File: src/rtl/cic_comp_fir.sv
// Droop-compensation FIR for the decimated CIC output: a single serial MAC
// walks the taps one per clock, then the result is rounded, saturated and strobed.
module cic_comp_fir #(
  parameter int                    WIDTH  = 8,
  parameter int                    NTAPS  = 3,
  parameter int                    CW     = 8,
  parameter logic [NTAPS*CW-1:0]   COEFFS = {8'hFE, 8'h14, 8'hFE},
  parameter int                    SHIFT  = 4
) (
  input  logic             clk,
  input  logic             rst,
  input  logic [WIDTH-1:0] in,
  input  logic             in_valid,
  output logic [WIDTH-1:0] out,
  output logic             out_valid,
  output logic             busy,
  output logic             overflow
);

  localparam int IW = (NTAPS > 1) ? $clog2(NTAPS) : 1;
  localparam int AW = WIDTH + CW + $clog2(NTAPS) + 1;

  localparam logic [1:0] IDLE = 2'd0;
  localparam logic [1:0] MAC  = 2'd1;
  localparam logic [1:0] DONE = 2'd2;

  localparam logic [IW-1:0]      LAST_IDX = IW'(NTAPS - 1);
  localparam logic signed [AW:0] RND      = (AW+1)'(1) << (SHIFT - 1);
  localparam logic signed [AW:0] MAX_OUT  = {{(AW+1-WIDTH){1'b0}}, {WIDTH{1'b1}}};

  logic [1:0]              state_q, state_d;
  logic [IW-1:0]           idx_q, idx_d;
  logic signed [AW-1:0]    acc_q, acc_d;
  logic [WIDTH-1:0]        hist_q [NTAPS];
  logic [WIDTH-1:0]        hist_d [NTAPS];
  logic [WIDTH-1:0]        out_q, out_d;
  logic                    out_valid_q, out_valid_d;
  logic                    overflow_q, overflow_d;
  logic [CW-1:0]           coef_s;
  logic [WIDTH-1:0]        x_s;
  logic signed [AW-1:0]    prod_s;

  // Round half-up with arithmetic shift, then clamp to the unsigned output range.
  function automatic logic [WIDTH-1:0] round_sat(input logic signed [AW-1:0] a);
    logic signed [AW:0] r;
    r = ($signed({a[AW-1], a}) + RND) >>> SHIFT;
    if (r[AW]) begin
      round_sat = {WIDTH{1'b0}};
    end else if (r > MAX_OUT) begin
      round_sat = {WIDTH{1'b1}};
    end else begin
      round_sat = r[WIDTH-1:0];
    end
  endfunction

  // Select the coefficient and history sample for the tap under processing.
  always_comb begin
    coef_s = {CW{1'b0}};
    x_s    = {WIDTH{1'b0}};
    for (int i = 0; i < NTAPS; i++) begin
      if (idx_q == i[IW-1:0]) begin
        coef_s = COEFFS[i*CW +: CW];
        x_s    = hist_q[i];
      end else begin
        coef_s = coef_s;
      end
    end
    prod_s = $signed({{(AW-CW){coef_s[CW-1]}}, coef_s}) *
             $signed({{(AW-WIDTH){1'b0}}, x_s});
  end

  // Next-state logic for the IDLE -> MAC -> DONE sequence.
  always_comb begin
    state_d     = state_q;
    idx_d       = idx_q;
    acc_d       = acc_q;
    hist_d      = hist_q;
    out_d       = out_q;
    out_valid_d = 1'b0;
    overflow_d  = overflow_q;
    if (in_valid && (state_q != IDLE)) begin
      overflow_d = 1'b1;
    end else begin
      overflow_d = overflow_q;
    end
    case (state_q)
      IDLE: begin
        if (in_valid) begin
          hist_d[0] = in;
          for (int i = 1; i < NTAPS; i++) begin
            hist_d[i] = hist_q[i-1];
          end
          acc_d   = {AW{1'b0}};
          idx_d   = {IW{1'b0}};
          state_d = MAC;
        end else begin
          state_d = IDLE;
        end
      end
      MAC: begin
        acc_d = acc_q + prod_s;
        idx_d = idx_q + IW'(1);
        if (idx_q == LAST_IDX) begin
          state_d = DONE;
        end else begin
          state_d = MAC;
        end
      end
      DONE: begin
        out_d       = round_sat(acc_q);
        out_valid_d = 1'b1;
        state_d     = IDLE;
      end
      default: begin
        state_d = IDLE;
      end
    endcase
  end

  // State, datapath and output registers.
  always_ff @(posedge clk or posedge rst) begin
    if (rst) begin
      state_q     <= IDLE;
      idx_q       <= {IW{1'b0}};
      acc_q       <= {AW{1'b0}};
      out_q       <= {WIDTH{1'b0}};
      out_valid_q <= 1'b0;
      overflow_q  <= 1'b0;
      for (int i = 0; i < NTAPS; i++) begin
        hist_q[i] <= {WIDTH{1'b0}};
      end
    end else begin
      state_q     <= state_d;
      idx_q       <= idx_d;
      acc_q       <= acc_d;
      out_q       <= out_d;
      out_valid_q <= out_valid_d;
      overflow_q  <= overflow_d;
      for (int i = 0; i < NTAPS; i++) begin
        hist_q[i] <= hist_d[i];
      end
    end
  end

  assign out       = out_q;
  assign out_valid = out_valid_q;
  assign overflow  = overflow_q;
  assign busy      = (state_q != IDLE);

endmodule

File: config.mk
export PLATFORM = sky130hd
export DESIGN_NAME = cic_comp_fir
export DESIGN_NICKNAME = d
export VERILOG_FILES = /design/src/rtl/cic_comp_fir.sv
export SDC_FILE = /design/constraint.sdc
export NUM_CORES = 1
export LEC_CHECK = 0
export CORE_MARGIN = 2
export CORE_UTILIZATION = 40
export DETAILED_ROUTE_END_ITERATION = 16
export PLACE_DENSITY = 0.56
export SYNTH_ARGS = -nofsm -noshare
export SYNTH_HDL_FRONTEND = slang
export SYNTH_SLANG_ARGS = --single-unit
File: constraint.sdc
create_clock -name clk -period 16.7 [get_ports clk]
set_clock_uncertainty 0.1 [all_clocks]
set_input_delay 3.34 -clock clk [delete_from_list [all_inputs] [get_ports clk]]
set_output_delay 3.34 -clock clk [all_outputs]
set_load 0.005 [all_outputs]
Word-level counts from Yosys, hierarchy flattened
Cells that the tools add are included.

word-level totals
  flip-flop bits (word level) = 57
  latch bits = 0
  memory bits (writable) = 0
  bits in read-only memories = 0
  output and inout port bits = 11
  word-level logic and storage cells = 42
  memories kept = 0

operators by class
  add/sub/neg operators = 3
  $mul = 1
  div/mod/pow operators = 0
  order comparisons = 1
  equal/unequal tests = 5
  shift operators = 0
  muxes and demuxes = 16
  bitwise logic cells = 0
  reduce and logical (&&, ||, !) cells = 7

operators by type and width
  cell                                                                              count
  8-bit 2-to-1 mux                                                                  8
  19-bit case mux with 2 select lines                                               1
  19-bit by 5-bit adder with 20-bit output, second input constant                   1
  19-bit by 17-bit adder with 19-bit output                                         1
  19-bit 2-to-1 mux                                                                 1
  8-bit by 9-bit multiplier with 17-bit output                                      1
  16-bit by 9-bit greater-than comparator with 1-bit output, second input constant  1
  2-bit case mux with 2 select lines                                                2
  2-bit by 1-bit == test with 1-bit output, second input constant                   2
  2-bit == test, second input constant                                              2
  2-bit zero test                                                                   2
  2-bit 2-to-1 mux                                                                  2
  2-bit AND reduction                                                               2
  2-bit nonzero test                                                                2
  2-bit by 1-bit adder with 2-bit output, second input constant                     1
  1-bit 2-to-1 mux                                                                  2
  2-bit != test, second input constant                                              1
  1-bit logical AND                                                                 1

Depth between registers and ports, before layout
Gate-level depths: netlist of run 1.

  depth in word-level cells = 7
  gate-level depth with buffers = 25

Least setup slack after synthesis of run 1
No wires, ideal clock.

  kind = reg-to-reg
  start = register idx_q[0]
  end = register acc_q[18]
  setup time = 0.132 ns
  arrival time = 5.563 ns
  setup slack = 10.905 ns
  cell stages (with the launch flop) = 24
  path buffers = 2
  clock period less this slack = 5.795 ns
  cell sequence = dfrtp_1 -> inv_1 -> ha_1 -> or2_2 -> clkbuf_1 -> inv_1 -> clkbuf_1 -> nor2_1 -> ha_1 -> inv_1 -> fa_1 -> inv_1 -> fa_1 -> fa_1 -> inv_1 -> fa_1 -> inv_1 -> ha_1 -> o211ai_1 -> o21ai_1 -> a2111oi_2 -> o31ai_1 -> xnor2_1 -> o21ai_1

on the way
  cells in the longest elaborated chain, start to end = 7
  elaborated cells between the ends (all ways) = 12
  classes of those cells = add/sub (1); mul (1); eq/ne (2); mux (7); reduce/logical (1)

RTL lines
  element                                         line  text
  start: declaration                              32    logic [IW-1:0] idx_q, idx_d;
  start signal: assignment                        124   idx_q <= {IW{1'b0}};
  start signal: assignment                        134   idx_q <= idx_d;
  2-bit zero test                                 61    if (idx_q == i[IW-1:0]) begin
  8-bit 2-to-1 mux (3 in a row)                   61
  8-bit by 9-bit multiplier with 17-bit output *  68    prod_s = $signed({{(AW-CW){coef_s[CW-1]}}, coef_s}) *
  19-bit by 17-bit adder with 19-bit output *     101   acc_d = acc_q + prod_s;
  19-bit case mux with 2 select lines *           86    case (state_q)
  end signal: assignment                          125   acc_q <= {AW{1'b0}};
  end: declaration                                33    logic signed [AW-1:0] acc_q, acc_d;

Mark *: on every way between the ends. The rest lies on a longest branch, timed or not.
A chain may end at the register's enable or synchronous reset.

Worst setup path in the final report of run 1
Same ends and word-level chain as after synthesis.

==> impl_metrics.toml, run 1 <==
[critical_path]
reg2reg_from = "idx_q[0]$_DFFE_PP0P_"
regToRegSetupSlack_ns = 10.17
crit_path_start_kind = "flip-flop"
arrival_ns = 6.60
required_ns = 16.76
crit_path_start = "idx_q[0]$_DFFE_PP0P_"
path_max_fanout = 22
criticalPathCategory = "reg2reg"
crit_end = "acc_q[18]$_DFFE_PP0P_"
reg2reg_depth = 20
endpoint_kind = "flip-flop"
r2r_end = "acc_q[18]$_DFFE_PP0P_"

[detailed_routing]
via_per_inst = 5.14
dr.pass1.iters = 4
drcViolationCount = 0
vias = 3514
ant_nets = 0
wl_um = 10000
wire_per_inst_um = 14.7
first_iter_violations = 187

[placement]
io_buffers = 21
hpwl_um = 8090
gp_congestion = 0.837

[final_layout]
drive_gt1_share_pct = 9.30
fin_nets = 632
areaGrowthSynthToFinish_pct = 10.8
n_antenna_cell = 0
most-common-layout-cells = "ha_1 (67), inv_1 (65), dfrtp_1 (56)"
layout_commonest_cell = "ha_1"

[global_route]
antenna_found_initial = 0
grt_pass1_wl_um = 17300
grt_max_degree = 39
grt_pass1_vias = 3483
grt-ovfl-total = 0
track_usage_pct = 16.7

[logic_synthesis]
async_reset_ff_share_pct = 100
synth_flop_cell = "dfrtp_1"
synth_seq_area_share_pct = 28.1
synth-edff-count = 0
synth_area_mm2 = 0.00499
synthDistinctLibCells = 44
syn-num-nets = 618
ys_warn_count = 0
synthCells = 501
ys_ff_latch = 56
syn_avg_cell_area_um2 = 9.97

[clocking]
cts_sinks = 56
cts_setup_buffers = 0
cts_root_buffer = "clkbuf_16"
cts_resized = 0
numCtsBuffers = 5
clkTransAtPathRegs_ns = 0.08
clk_path_buf_depth = 2
cts_tree = "done"
cts_max_level = 2
clock_latency_ns = 0.31
cts_hold_buf = 0

[sta]
min_period_ns = 6.53
tightest_slew_ns = 1.07
relSlewSlack_pct = 29.0
fin_tns_setup_ns = 0
fin_crit_sh_pct = 39.1
maxSlewViolCount = 0
finalSetupViolations = 0
hold_viol = 0
rsz0062_at_grt = "no"
max_freq_ghz = 0.153

[outcome]
status = "complete, no violations"

[floorplan]
core-area_mm2 = 0.0121
io_pins = 22
dieArea_mm2 = 0.0134
rows = 40
die_h_um = 116
die_w_um = 116
start_util_pct = 41.2

[job]
cap_violations = 0

[worst_hold_path]
min_path_type = "reg2reg"
==> flip-flops by register name, summed over array words and instances (netlist names) <==
register   flops
hist_q        24
acc_q         18
out            8
idx_q          2
state_q        2
out_valid      1
overflow       1
==> stage by stage <==
step                instances  worst slack [ns]  instance area (um^2)  hold WS, ns  util, %
floorplan                 501             10.91                  4990        0.351        -
global placement          676             10.23                  5360        0.339     44.3
detailed placement        676             10.13                  5360        0.350     44.3
CTS                       684             10.11                  5540        0.371     45.7
global route              684              9.60                  5540        0.396     45.7
finish                    684             10.17                  5540        0.370     45.7
==> worst min-delay path by stage <==
stage,from,to,depth (start not counted)
after floorplan,overflow$_DFFE_PP0P_,overflow$_DFFE_PP0P_,1
after global placement,overflow$_DFFE_PP0P_,overflow$_DFFE_PP0P_,1
after detailed placement,overflow$_DFFE_PP0P_,overflow$_DFFE_PP0P_,1
after CTS,overflow$_DFFE_PP0P_,overflow$_DFFE_PP0P_,1
after global routing,overflow$_DFFE_PP0P_,overflow$_DFFE_PP0P_,1
final,overflow$_DFFE_PP0P_,overflow$_DFFE_PP0P_,1
==> layer usage <==
metal  wire, um  global-route usage, %  share of wire, %  up-vias
li1           -                      -                 -     1714
met1       4770                   23.5                48     1746
met2       4840                   26.9                48       45
met3        304                   2.88               3.0        9
met4        131                   4.37               1.3        0
met5          0                      0                 0        -
==> synthesized netlist by cell type, drive strengths merged, types with 4 or more instances <==
master	instances	area, um^2
a21o	8	60.1
a21oi	23	145
a22oi	4	30.0
and2	5	31.3
and3	7	43.8
buf	5	31.3
clkbuf	10	37.5
dfrtp	56	1400
fa	39	781
ha	67	838
inv	66	248
mux2	24	270
nand2	48	180
nand2b	5	31.3
nand3	6	30.0
nand4	4	25.0
nor2	21	78.8
nor2b	4	25.0
o21ai	30	150
o22ai	8	50.1
xnor2	18	158
xor2	12	105
==> worst max-delay path: stages, from the launching register on <==
cell,delay [ns]
dfrtp_1,0.45
inv_1,0.20
ha_1,0.59
o21ai_0,0.29
and2_1,0.30
fa_1,0.55
inv_1,0.05
fa_1,0.47
inv_1,0.05
fa_1,0.50
fa_1,0.55
inv_1,0.05
fa_1,0.49
inv_1,0.04
ha_1,0.34
o211ai_1,0.18
o21ai_1,0.15
a2111oi_2,0.59
o31ai_1,0.19
xnor2_1,0.18
o21ai_1,0.07
==> final cells by class <==
type / instances / area [um^2]
fill: 1177 / 6580
multi-input combinational: 364 / 3280
sequential: 56 / 1400
inverter: 66 / 248
timing repair buffer: 22 / 218
tap: 168 / 210
clock buffer: 5 / 125
clock inverter: 3 / 50.0
==> kinds of logic (layout without fill, tap and decap cells) <==
kind of cell,count (synthesis),count (layout),share of synthesized area (%)
compound gates,88,88,11.2
xor+xnor,30,30,5.26
fa+ha+maj,106,106,32.4
buf+inv,81,96,6.34
flops,56,56,28.1
mux,26,26,5.81
simple gates,114,114,10.9
Power of run 1 is not shown: default switching activity piles up to over one toggle a cycle in this logic, so the estimate is an artifact.
==> run 2: changes to the inputs <==
- PLACE_DENSITY: 0.56 -> 0.58
- clock period: 16.7 -> 5.6 ns (I/O delays scaled with it)
==> run 2 against run 1 <==
Register-to-register slack got worse by 10 ns. Sequential share of layout area decreased by 3.0 points. Maximum frequency increased by 19%. First-iteration DRC count decreased by 28%. Setup slack got worse by 10 ns. Via count increased by 4.4%. Cell count increased by 8.5%. Hold slack got worse by 0.011 ns. Global-route usage increased by 0.18 points. Critical path type unchanged. Clock-buffer cell count increased by 1.
==> impl_metrics.toml, run 2 (synthesized netlist as in run 1, its figures left out) <==
[critical_path]
path_max_fanout = 6
critPathTopFamily = "adder cells"
cp_num_buf_inv = 7
crit_chain = "inv_2 > ha_4 > buf_6 > or2_4 > and2_4 > fa_1 > inv_2 > fa_1 > inv_2 > fa_1 > fa_1 > inv_2 > fa_1 > inv_2 > ha_4 > o211ai_1 > o21ai_2 > a2111oi_4 > buf_4 > o31ai_4 > xnor2_1 > o21ai_1"
criticalPathCategory = "reg2reg"
endpoint_kind = "flip-flop"
reg2reg_depth = 22
required_ns = 5.65
max_stage_delay_ns = 0.55
crit_path_start_kind = "flip-flop"
arrival_ns = 5.56
path_depth = 22
crit_slowest_cell = "fa_1"

[floorplan]
die_h_um = 116
rows = 40
dieArea_mm2 = 0.0134
io_pins = 22
core-area_mm2 = 0.0121
start_util_pct = 41.2
die_w_um = 116

[final_layout]
max_flop_register = "hist_q"
layout_commonest_cell = "inv_1"
fillers = 1112
n_antenna_cell = 0
most-common-layout-cells = "inv_1 (57), dfrtp_1 (56), ha_1 (54)"
fin_cells = 742
stdcell_area_mm2 = 0.00629
largest_register_ffs = 24
fin_nets = 690
areaGrowthSynthToFinish_pct = 25.9
drive_gt1_share_pct = 27.5

[global_route]
grt-ovfl-total = 0
grt_max_degree = 57
grt_pass1_wl_um = 17700
track_usage_pct = 16.9
grt_pass1_vias = 3728
antenna_found_initial = 0

[detailed_routing]
wl_um = 10600
ant_nets = 0
vias = 3667
via_per_inst = 4.94
wire_per_inst_um = 14.3
first_iter_violations = 134
dr.pass1.iters = 4
drcViolationCount = 0

[clocking]
clkTransAtPathRegs_ns = 0.07
cts_sinks = 56
cts_tree = "done"
clk_path_buf_depth = 2
cts_max_level = 2
clock_latency_ns = 0.30
numCtsBuffers = 5
cts_root_buffer = "clkbuf_16"

[placement]
dpl-instance-area_mm2 = 0.00574
hpwl_um = 8320
gp_congestion = 0.860
io_buffers = 21
dp_cells = 725

[sta]
min_period_ns = 5.51
tightest_slew_ns = 1.01
relSlewSlack_pct = 33.0
rsz0062_at_grt = "yes"
maxSlewViolCount = 0
finalSetupViolations = 0
max_freq_ghz = 0.182
hold_viol = 0
fin_tns_setup_ns = 0
fin_crit_sh_pct = 98.3

[worst_hold_path]
holdPathStages = 1
min_path_type = "reg2reg"

[outcome]
status = "complete, no violations"

[job]
cap_violations = 0
==> run 2: timing repair <==
item / 4_1_cts / 5_1_grt
pin swaps: 22 / 26
resized for setup: 40 / 32
endpoints found under the setup margin: 7 / 8
hold buffers: 0 / 0
setup buffers: 6 / 3
==> run 2: worst paths after layout <==
kind / from / to / slack, ns
worst min-delay path: overflow$_DFFE_PP0P_ / overflow$_DFFE_PP0P_ / 0.36
max in group asynchronous: rst / acc_q[9]$_DFFE_PP0P_ / 3.70
worst max-delay path: idx_q[0]$_DFFE_PP0P_ / acc_q[18]$_DFFE_PP0P_ / 0.09
min in group asynchronous: rst / overflow$_DFFE_PP0P_ / 1.24
worst min register to register: overflow$_DFFE_PP0P_ / overflow$_DFFE_PP0P_ / 0.36
worst max register to register: idx_q[0]$_DFFE_PP0P_ / acc_q[18]$_DFFE_PP0P_ / 0.09
==> run 2: layout make-up <==
cell class / count / area [um^2] / share of cell area, %
clock buffer: 6 / 129 / 2.05
clock inverter: 2 / 38.8 / 0.617
inverter: 66 / 248 / 3.94
multi-input combinational: 364 / 3580 / 57.0
sequential: 56 / 1400 / 22.3
tap: 168 / 210 / 3.34
timing repair buffer: 80 / 679 / 10.8
==> run 2: layer usage <==
metal	up-vias	share of wire (%)	track usage (%)
li1	1829	-	-
met1	1788	44	22.2
met2	42	52	29.9
met3	8	2.8	2.51
met4	0	0.68	3.25
met5	-	0	0
==> run 2: stage by stage <==
step	hold slack, ns	worst slack (ns)	util (%)
6_report	0.358	0.0944	51.9
5_1_grt	0.393	-0.175	51.9
4_1_cts	0.368	0.0169	50.3
3_5_place_dp	0.351	-0.312	47.4
3_3_place_gp	0.341	-0.149	47.4
2_1_floorplan	0.351	0.0473	-
Power of run 2 is left out for the same reason.
